File: src/rtl/lfsr_range_gen.sv
// Seedable XNOR LFSR (WIDTH 3..16) with lock-up recovery and a req/valid modulo-RANGE reducer.
// Define LFSR_PERIOD_CNT_EN to add the period_cnt / period_wrap outputs.
module lfsr_range_gen #(
    parameter int WIDTH = 6,
    parameter int RANGE = 40
) (
    input  logic             clk,
    input  logic             aclr,
    input  logic             write_Enable,
    input  logic             seed_load,
    input  logic [WIDTH-1:0] seed,
    input  logic             req,
    output logic [31:0]      out,
    output logic             valid,
    output logic             busy,
    output logic             lock_fix
`ifdef LFSR_PERIOD_CNT_EN
    ,
    output logic [WIDTH-1:0] period_cnt,
    output logic             period_wrap
`endif
);

    generate
        if (WIDTH < 3 || WIDTH > 16) begin : g_bad_width
            $error("lfsr_range_gen: WIDTH must be in 3..16");
        end
    endgenerate

    // Maximal-length XNOR tap masks, bit n-1 set for 1-indexed tap n.
    function automatic logic [15:0] tap_mask(input int w);
        case (w)
            3:       return 16'h0006;
            4:       return 16'h000C;
            5:       return 16'h0014;
            6:       return 16'h0030;
            7:       return 16'h0060;
            8:       return 16'h00B8;
            9:       return 16'h0110;
            10:      return 16'h0240;
            11:      return 16'h0500;
            12:      return 16'h0829;
            13:      return 16'h100D;
            14:      return 16'h2015;
            15:      return 16'h6000;
            16:      return 16'hD008;
            default: return 16'h0000;
        endcase
    endfunction

    localparam logic [15:0]      TAPS16  = tap_mask(WIDTH);
    localparam logic [WIDTH-1:0] TAPS    = TAPS16[WIDTH-1:0];
    localparam bit               NO_RED  = (RANGE <= 0) || (RANGE >= (1 << WIDTH) - 1);
    localparam logic [WIDTH-1:0] RANGE_W = NO_RED ? '0 : WIDTH'(RANGE);

    typedef enum logic [1:0] {IDLE, REDUCE, DONE} state_t;

    state_t           state;
    logic [WIDTH-1:0] x;
    logic [WIDTH-1:0] r;
    logic             fb;
    logic [WIDTH-1:0] shifted;

    assign fb      = ~^(x & TAPS);
    assign shifted = {x[WIDTH-2:0], fb};

    always_ff @(posedge clk or posedge aclr) begin
        if (aclr) begin
            x        <= '0;
            lock_fix <= 1'b0;
        end else begin
            lock_fix <= 1'b0;
            if (x == '1) begin
                x        <= '0;
                lock_fix <= 1'b1;
            end else if (seed_load) begin
                if (seed == '1) begin
                    x        <= '0;
                    lock_fix <= 1'b1;
                end else begin
                    x <= seed;
                end
            end else if (write_Enable) begin
                x <= shifted;
            end
        end
    end

    // r is a private copy of x, so LFSR stepping during REDUCE cannot disturb it.
    always_ff @(posedge clk or posedge aclr) begin
        if (aclr) begin
            state <= IDLE;
            r     <= '0;
            out   <= '0;
            valid <= 1'b0;
            busy  <= 1'b0;
        end else begin
            case (state)
                IDLE: begin
                    valid <= 1'b0;
                    if (req) begin
                        r     <= x;
                        busy  <= 1'b1;
                        state <= REDUCE;
                    end
                end
                REDUCE: begin
                    if (!NO_RED && r >= RANGE_W) begin
                        r <= r - RANGE_W;
                    end else begin
                        out   <= {{(32-WIDTH){1'b0}}, r};
                        valid <= 1'b1;
                        state <= DONE;
                    end
                end
                DONE: begin
                    valid <= 1'b0;
                    busy  <= 1'b0;
                    state <= IDLE;
                end
                default: state <= IDLE;
            endcase
        end
    end

`ifdef LFSR_PERIOD_CNT_EN
    logic [WIDTH-1:0] start;

    // start mirrors whatever x was (re)initialised to, so the wrap compare targets it.
    always_ff @(posedge clk or posedge aclr) begin
        if (aclr) begin
            start       <= '0;
            period_cnt  <= '0;
            period_wrap <= 1'b0;
        end else begin
            period_wrap <= 1'b0;
            if (x == '1) begin
                start      <= '0;
                period_cnt <= '0;
            end else if (seed_load) begin
                start      <= (seed == '1) ? '0 : seed;
                period_cnt <= '0;
            end else if (write_Enable) begin
                if (shifted == start) begin
                    period_cnt  <= '0;
                    period_wrap <= 1'b1;
                end else begin
                    period_cnt <= period_cnt + 1'b1;
                end
            end
        end
    end
`else
    // Period tracking not built.
`endif

endmodule
File: config.mk
export PLATFORM = sky130hd
export DESIGN_NAME = lfsr_range_gen
export DESIGN_NICKNAME = d
export VERILOG_FILES = /design/src/rtl/lfsr_range_gen.sv
export SDC_FILE = /design/constraint.sdc
export NUM_CORES = 1
export LEC_CHECK = 0
export ABC_AREA = 1
export ABC_CLOCK_PERIOD_IN_PS = 1500
export CAP_MARGIN = 30
export CORE_ASPECT_RATIO = 1.75
export CORE_MARGIN = 2
export CORE_UTILIZATION = 45
export DETAILED_ROUTE_END_ITERATION = 10
export GPL_TIMING_DRIVEN = 0
export PLACE_DENSITY_LB_ADDON = 0.12
export SYNTH_ARGS = -nofsm -noshare
export SYNTH_HDL_FRONTEND = slang
export SYNTH_SLANG_ARGS = --single-unit
File: constraint.sdc
create_clock -name clk -period 1.5 [get_ports clk]
set_clock_uncertainty 0.05 [all_clocks]
set_input_delay 0.3 -clock clk [delete_from_list [all_inputs] [get_ports clk]]
set_output_delay 0.3 -clock clk [all_outputs]
set_load 0.005 [all_outputs]
==> summary.md, run 1 <==
| Metric | Value |
|---|---|
| Status | finished clean |
| Post-synth cell types | 18 |
| Slew margin rel. | 0.434 |
| Maximum vdd ir drop | 0.000753 V |
| CTS tree | done |
| Setup Crit Path Kind | reg2out |
| DR iter-0 viols | 16 |
| GRT Residual Overflow | 0 |
| Reg2Reg Depth | 5 |
| Routed len/inst | 9.32 µm |
| Tightest Pin Transition | 0.848 ns |
| FF+latch count, synth | 23 |
| CTS clk-pin slew, worst paths | 0.08 ns |
| Worst setup path start | valid$_DFFE_PP0P_ |
| Hold Fails Final Rpt | 0 |
| M1 GR Usage | 0.128 |
| Post-route insts no fill | 249 |
| Num CTS Buffers | 3 |
| CP max-delay cell | clkdlybuf4s50_1 |
| Root Driver | clkbuf_8 |
| Die Ht | 76.7 µm |
| R2r endpoint | lock_fix$_DFF_PP0_ |
| Initial core utilization | 0.470 |
| H-tree Lvls | 1 |
| Most frequent cells in the layout | nand2_1, buf_4, conb_1 |
| Post-Syn Area per Cell | 8.00 µm² |
| GR Layer Usage met2 | 0.256 |
| Number of global-route vias before repair | 923 |
| Area Overhead vs Synth | 29.2% |
| CP arrival | 1.12 ns |
| GR peak layer | met2 |
| Die W | 45.6 µm |
| Area of the core | 2900 µm² |
| Final nets | 235 |
| Hold endpoint | out[0]$_DFFE_PP0P_ |
| Vias per Instance | 4.39 |
| Final Setup Violations | 0 |
| Worst path bufs/invs | 1 |
| Inserted Diodes | 0 |
| Critical path endpoint category | primary output |
| Fmax | 679 MHz |
| DIE AREA | 3500 µm² |
| Drt total wl | 2320 µm |
| I/O Pins | 46 |
| GPL Wtd Cong | 0.801 |
| Register-to-register setup slack | 0.23 ns |
| HP Start | r[0]$_DFFE_PP0P_ |
| Row count | 26 |
| MaxCap Viol Count | 0 |
| Crit-path cells | clkdlybuf4s50_1 |
| Drt pass-1 iters | 4 |
| Fillcell total | 279 |
| Sink Count | 23 |
| First-pass GRT wire length | 3680 µm |
| Slowest stage delay, CP | 0.50 ns |
| Setup WS post-layout | 0.0280 ns |
| Final Critical Period | 1.47 ns |
| Max-slew violation count | 0 |
| # DRC | 0 |
| Buffers on Ports | 19 |
| Setup crit start kind | flip-flop |
| Total track usage | 0.139 |
| Post-DP HPWL | 1890 µm |
| Routed Antenna Nets | 0 |
| Critical R2R Launch | x[4]$_DFFE_PP0P_ |
| Clk_lat worst skew | 0.26 ns |
| Antenna violations before repair | 0 |
| Min-Delay Path Depth | 2 |
| Register area share after synthesis | 0.423 |
| Synthesized instance count | 170 |
| Place WS | -0.103 ns |
| Critical path data required time | 1.15 ns |
| DR vias | 1094 |
| Critical Path Fanout Max | 2 |
| Inst Count DP | 242 |
| Clock buffer depth | 2 |
| CTS Hold Bufs | 0 |
| Commonest non-fill, non-tap cell in the layout | nand2_1 |
| Largest net degree at the start of global routing | 24 |
| HP Class | reg2reg |
| GR Util met3 | 0.0212 |
| Mapped cell area | 1360 µm² |
| Final worst path period share | 0.981 |
| PwrDens | 1400 nW/µm² |
| Leakage | 1.00 nW |
| Ys Warns | 0 |
| Share of post-route cells with drive strength above 1 | 0.244 |
| Cell family with most CP delay | buffers and inverters |
stage by stage:
| stage | instance area [µm²] | hold WS, ns | power, mW | TNS (ns) | util |
|---|---|---|---|---|---|
| after global routing | 1760 | 0.457 | 2.68 | -0.00672 | 0.607 |
| final | 1760 | 0.425 | 2.46 | 0 | 0.607 |
| after detailed placement | 1680 | 0.407 | 2.08 | -0.576 | 0.580 |
| after floorplan | 1450 | 0.252 | 1.72 | 0 | - |
| after CTS | 1720 | 0.428 | 2.46 | 0 | 0.596 |
| after global placement | 1680 | 0.405 | 2.05 | -0.369 | 0.580 |
worst max path at each step:
stage	slack (ns)	cells past startpoint	end
after floorplan	0.36	5	lock_fix$_DFF_PP0_
after global placement	-0.06	6	x[2]$_DFFE_PP0P_
after detailed placement	-0.10	6	x[1]$_DFFE_PP0P_
after CTS	0.01	1	out[5]
after global routing	-0.007	1	valid
final	0.03	1	valid
cell type report:
| type | count | area (µm²) | area share |
|---|---|---|---|
| Multi-Input combinational cell | 131 | 618 | 0.352 |
| Sequential cell | 23 | 576 | 0.328 |
| Timing Repair Buffer | 22 | 223 | 0.127 |
| Buffer | 28 | 211 | 0.120 |
| Inverter | 13 | 48.8 | 0.0278 |
| Clock buffer | 4 | 45.0 | 0.0256 |
| Tap cell | 28 | 35.0 | 0.0199 |
cell usage after synthesis, drive strengths merged:
library cell | count | area share
ha | 2 | 0.018
o21a | 1 | 0.0055
a21oi | 4 | 0.015
o21ai | 11 | 0.060
dfrtp | 23 | 0.42
buf | 28 | 0.16
nand3 | 8 | 0.029
nand2 | 58 | 0.17
inv | 13 | 0.036
o21bai | 1 | 0.014
conb | 1 | 0.0028
nor2 | 20 | 0.074
sequential cells by signal, summed over array words and instances, names as in the netlist:
signal    count
lock_fix      1
out           6
x             6
valid         1
state         2
r             6
busy          1
cell families (layout without fill, tap and decap cells):
| group | Yosys count | count (layout) | share of synthesized area |
|---|---|---|---|
| flip-flops | 23 | 23 | 0.423 |
| AO/OA/AOI/OAI | 17 | 17 | 0.0938 |
| AND/OR/NAND/NOR | 86 | 86 | 0.270 |
| adder cells (fa/ha/maj) | 2 | 2 | 0.0184 |
| other | 1 | 26 | 0.00276 |
| buffers and inverters | 41 | 67 | 0.191 |
what timing repair did:
action | 4_1_cts | 5_1_grt
resized for setup | 0 | 4
setup buffers | 0 | 3
endpoints found under the setup margin | 0 | 6
where the power goes:
group | switching [mW] | total (mW) | internal, mW
Combinational | 0.552 | 1.09 | 0.537
Clock | 0.186 | 0.375 | 0.189
Sequential | 0.151 | 1.00 | 0.849
metal layers:
| metal | vias to the layer above | part of all wire |
|---|---|---|
| met2 | 25 | 0.57 |
| met1 | 491 | 0.36 |
| met3 | 5 | 0.041 |
| met5 | - | 0 |
| met4 | 0 | 0.021 |
| li1 | 573 | - |
Power figures use the tool's default switching activity.
==> run 2, diff against run 1 <==
--- a/config.mk
+++ b/config.mk
@@ -10,9 +10,12 @@
 export CAP_MARGIN = 30
 export CORE_ASPECT_RATIO = 1.75
 export CORE_MARGIN = 2
-export CORE_UTILIZATION = 45
+export CORE_UTILIZATION = 47
+export CTS_BUF_LIST = sky130_fd_sc_hd__clkbuf_8
+export CTS_CLUSTER_SIZE = 28
 export DETAILED_ROUTE_END_ITERATION = 10
 export GPL_TIMING_DRIVEN = 0
+export HOLD_SLACK_MARGIN = 0.12
 export PLACE_DENSITY_LB_ADDON = 0.12
 export SYNTH_ARGS = -nofsm -noshare
 export SYNTH_HDL_FRONTEND = slang
==> run 2 against run 1 <==
Setup slack better by 0.018 ns. Non-clock buffer count is 1 lower. Combinational power about the same. Die area decreased by 4.0%. Critical path depth did not move. Worst hold slack about the same. Critical path type unchanged. Flip-flop and latch count unchanged. Sequential share of layout area is 0.21 points higher. Utilization grew 3.5 points. Sequential power barely moved.
==> summary.md, run 2 (same netlist as run 1, synthesis figures left out) <==
| Metric | Value |
|---|---|
| HP Class | reg2reg |
| Setup Crit Path Kind | reg2out |
| Biggest regs | out: 6 flops, r: 6 flops, x: 6 flops |
| Post-DP HPWL | 1970 µm (+4.2%) |
| I/O Pins | 46 (unchanged) |
| CP max-delay cell | clkdlybuf4s50_1 |
| Area Overhead vs Synth | 28.3% |
| Place WS | -0.0951 ns (+0.00766 ns) |
| Final Setup Violations | 0 (unchanged) |
| Clk_lat worst skew | 0.26 ns (about the same) |
| Finished Cell Area | 1750 µm² (-0.64%) |
| CP arrival | 1.10 ns (-0.02 ns) |
| Setup WS post-layout | 0.0465 ns (+0.0185 ns) |
| Maximum vdd ir drop | 0.000495 V (-34%) |
| Fmax | 688 MHz (+1.3%) |
| Buffers on Ports | 19 (unchanged) |
| Share of post-route cells with drive strength above 1 | 0.241 (-0.00343) |
| Fin util | 0.641 (+0.0346) |
| CTS clk-pin slew, worst paths | 0.08 ns (about the same) |
| Status | finished clean |
| Drt pass-1 iters | 4 (unchanged) |
| Most frequent cells in the layout | nand2_1, buf_4, conb_1 |
| Final Critical Period | 1.45 ns (-0.0185 ns) |
| Crit-path cells | clkdlybuf4s50_1 |
| Slew margin rel. | 0.447 (+0.0129) |
| Sink Count | 23 (unchanged) |
| # DRC | 0 (unchanged) |
| RSZ-0062 raised after global routing | false |
| GRT Residual Overflow | 0 (unchanged) |
| Inserted Diodes | 0 (unchanged) |
| First-pass GRT wire length | 4040 µm (+10%) |
| Design Power | 2.45 mW (-0.69%) |
| Critical path data required time | 1.15 ns (about the same) |
| Placed instance area | 1680 µm² (about the same) |
| Die W | 44.7 µm (-2.0%) |
| Largest net degree at the start of global routing | 24 (unchanged) |
| Root Driver | clkbuf_8 |
| DR vias | 1098 (+0.37%) |
| Leakage | 0.990 nW (-1.4%) |
| Setup TNS | 0 ns (unchanged) |
| Initial core utilization | 0.500 (+0.0300) |
| MaxCap Viol Count | 0 (unchanged) |
| Hold Fails Final Rpt | 0 (unchanged) |
| Vias per Instance | 4.45 (+1.2%) |
| Number of global-route vias before repair | 982 (+6.4%) |
| Setup crit start kind | flip-flop |
| GPL Wtd Cong | 0.795 (-0.75%) |
| Commonest non-fill, non-tap cell in the layout | nand2_1 |
| Die Ht | 75.2 µm (-2.0%) |
| DR iter-0 viols | 17 (+1) |
| DIE AREA | 3360 µm² (-4.0%) |
| Slowest stage delay, CP | 0.50 ns (about the same) |
| Routed Antenna Nets | 0 (unchanged) |
| Cell family with most CP delay | buffers and inverters |
| Critical path endpoint category | primary output |
| Clock buffer depth | 2 (unchanged) |
| Critical Path Fanout Max | 2 (unchanged) |
| Worst path bufs/invs | 1 (unchanged) |
| Antenna violations before repair | 0 (unchanged) |
| Area of the core | 2720 µm² (-6.0%) |
| PwrDens | 1400 nW/µm² (about the same) |
| CTS Hold Bufs | 0 (unchanged) |
| Routed len/inst | 9.56 µm (+2.6%) |
| Row count | 25 (-3.8%) |
| CTS tree | done |
| Max-slew violation count | 0 (unchanged) |
| Final worst path period share | 0.969 (-0.0123) |
| Final nets | 234 (-0.43%) |
| Tightest Pin Transition | 0.828 ns (-0.0194 ns) |
| Drt total wl | 2360 µm (+1.8%) |
| Total track usage | 0.163 (+0.0243) |
| Num CTS Buffers | 3 (unchanged) |
| H-tree Lvls | 1 (unchanged) |
[run 2: changes by cell type in the layout (fill, tap and decap cells not counted)]
cell and delta:
clkbuf_1 -1, buf_4 -1, dlymetal6s2s_1 -1, clkdlybuf4s50_1 +1
inv_1 +1
[run 2: timing repair]
action                                  CTS  global route
setup buffers                             0             2
endpoints found under the setup margin    0             5
gates resized for setup                   0             3
[run 2: final cells by class]
type / instances / area [µm²]
Buffer: 28 / 211
Clock buffer: 3 / 41.3
Clock inverter: 1 / 3.75
Fill cell: 260 / 976
Inverter: 13 / 48.8
Multi-Input combinational cell: 131 / 618
Sequential cell: 23 / 576
Tap cell: 27 / 33.8
Timing Repair Buffer: 21 / 213
[run 2: where the power goes]
group / internal [mW] / total, mW / switching (mW)
logic: 0.524 / 1.08 / 0.556
registers: 0.849 / 1.00 / 0.153
clock network: 0.182 / 0.366 / 0.183
total: 1.55 / 2.45 / 0.892
[run 2: worst paths after layout]
| path | start | to | slack, ns | cells after the start |
|---|---|---|---|---|
| setup / recovery | out[5]$_DFFE_PP0P_ | out[5] | 0.05 | 1 |
| hold / removal | r[0]$_DFFE_PP0P_ | r[0]$_DFFE_PP0P_ | 0.43 | 2 |
| setup reg to reg | x[4]$_DFFE_PP0P_ | lock_fix$_DFF_PP0_ | 0.24 | 5 |
| hold reg to reg | r[0]$_DFFE_PP0P_ | r[0]$_DFFE_PP0P_ | 0.43 | 2 |
| max in group asynchronous | aclr | out[4]$_DFFE_PP0P_ | 0.44 | 2 |
| min in group asynchronous | aclr | r[2]$_DFFE_PP0P_ | 0.45 | 2 |
[run 2: metal layers]
layer / track usage / vias up / routed length, µm
met4: 0.0707 / 0 / 40
met2: 0.325 / 24 / 1420
met5: 0 / - / 0
li1: - / 572 / -
met1: 0.155 / 498 / 801
met3: 0.0216 / 4 / 98
[run 2: stage by stage]
step,instances,hold slack [ns]
floorplan,195,0.252
global placement,241,0.405
detailed placement,241,0.410
CTS,245,0.428
global route,247,0.444
finish,247,0.425
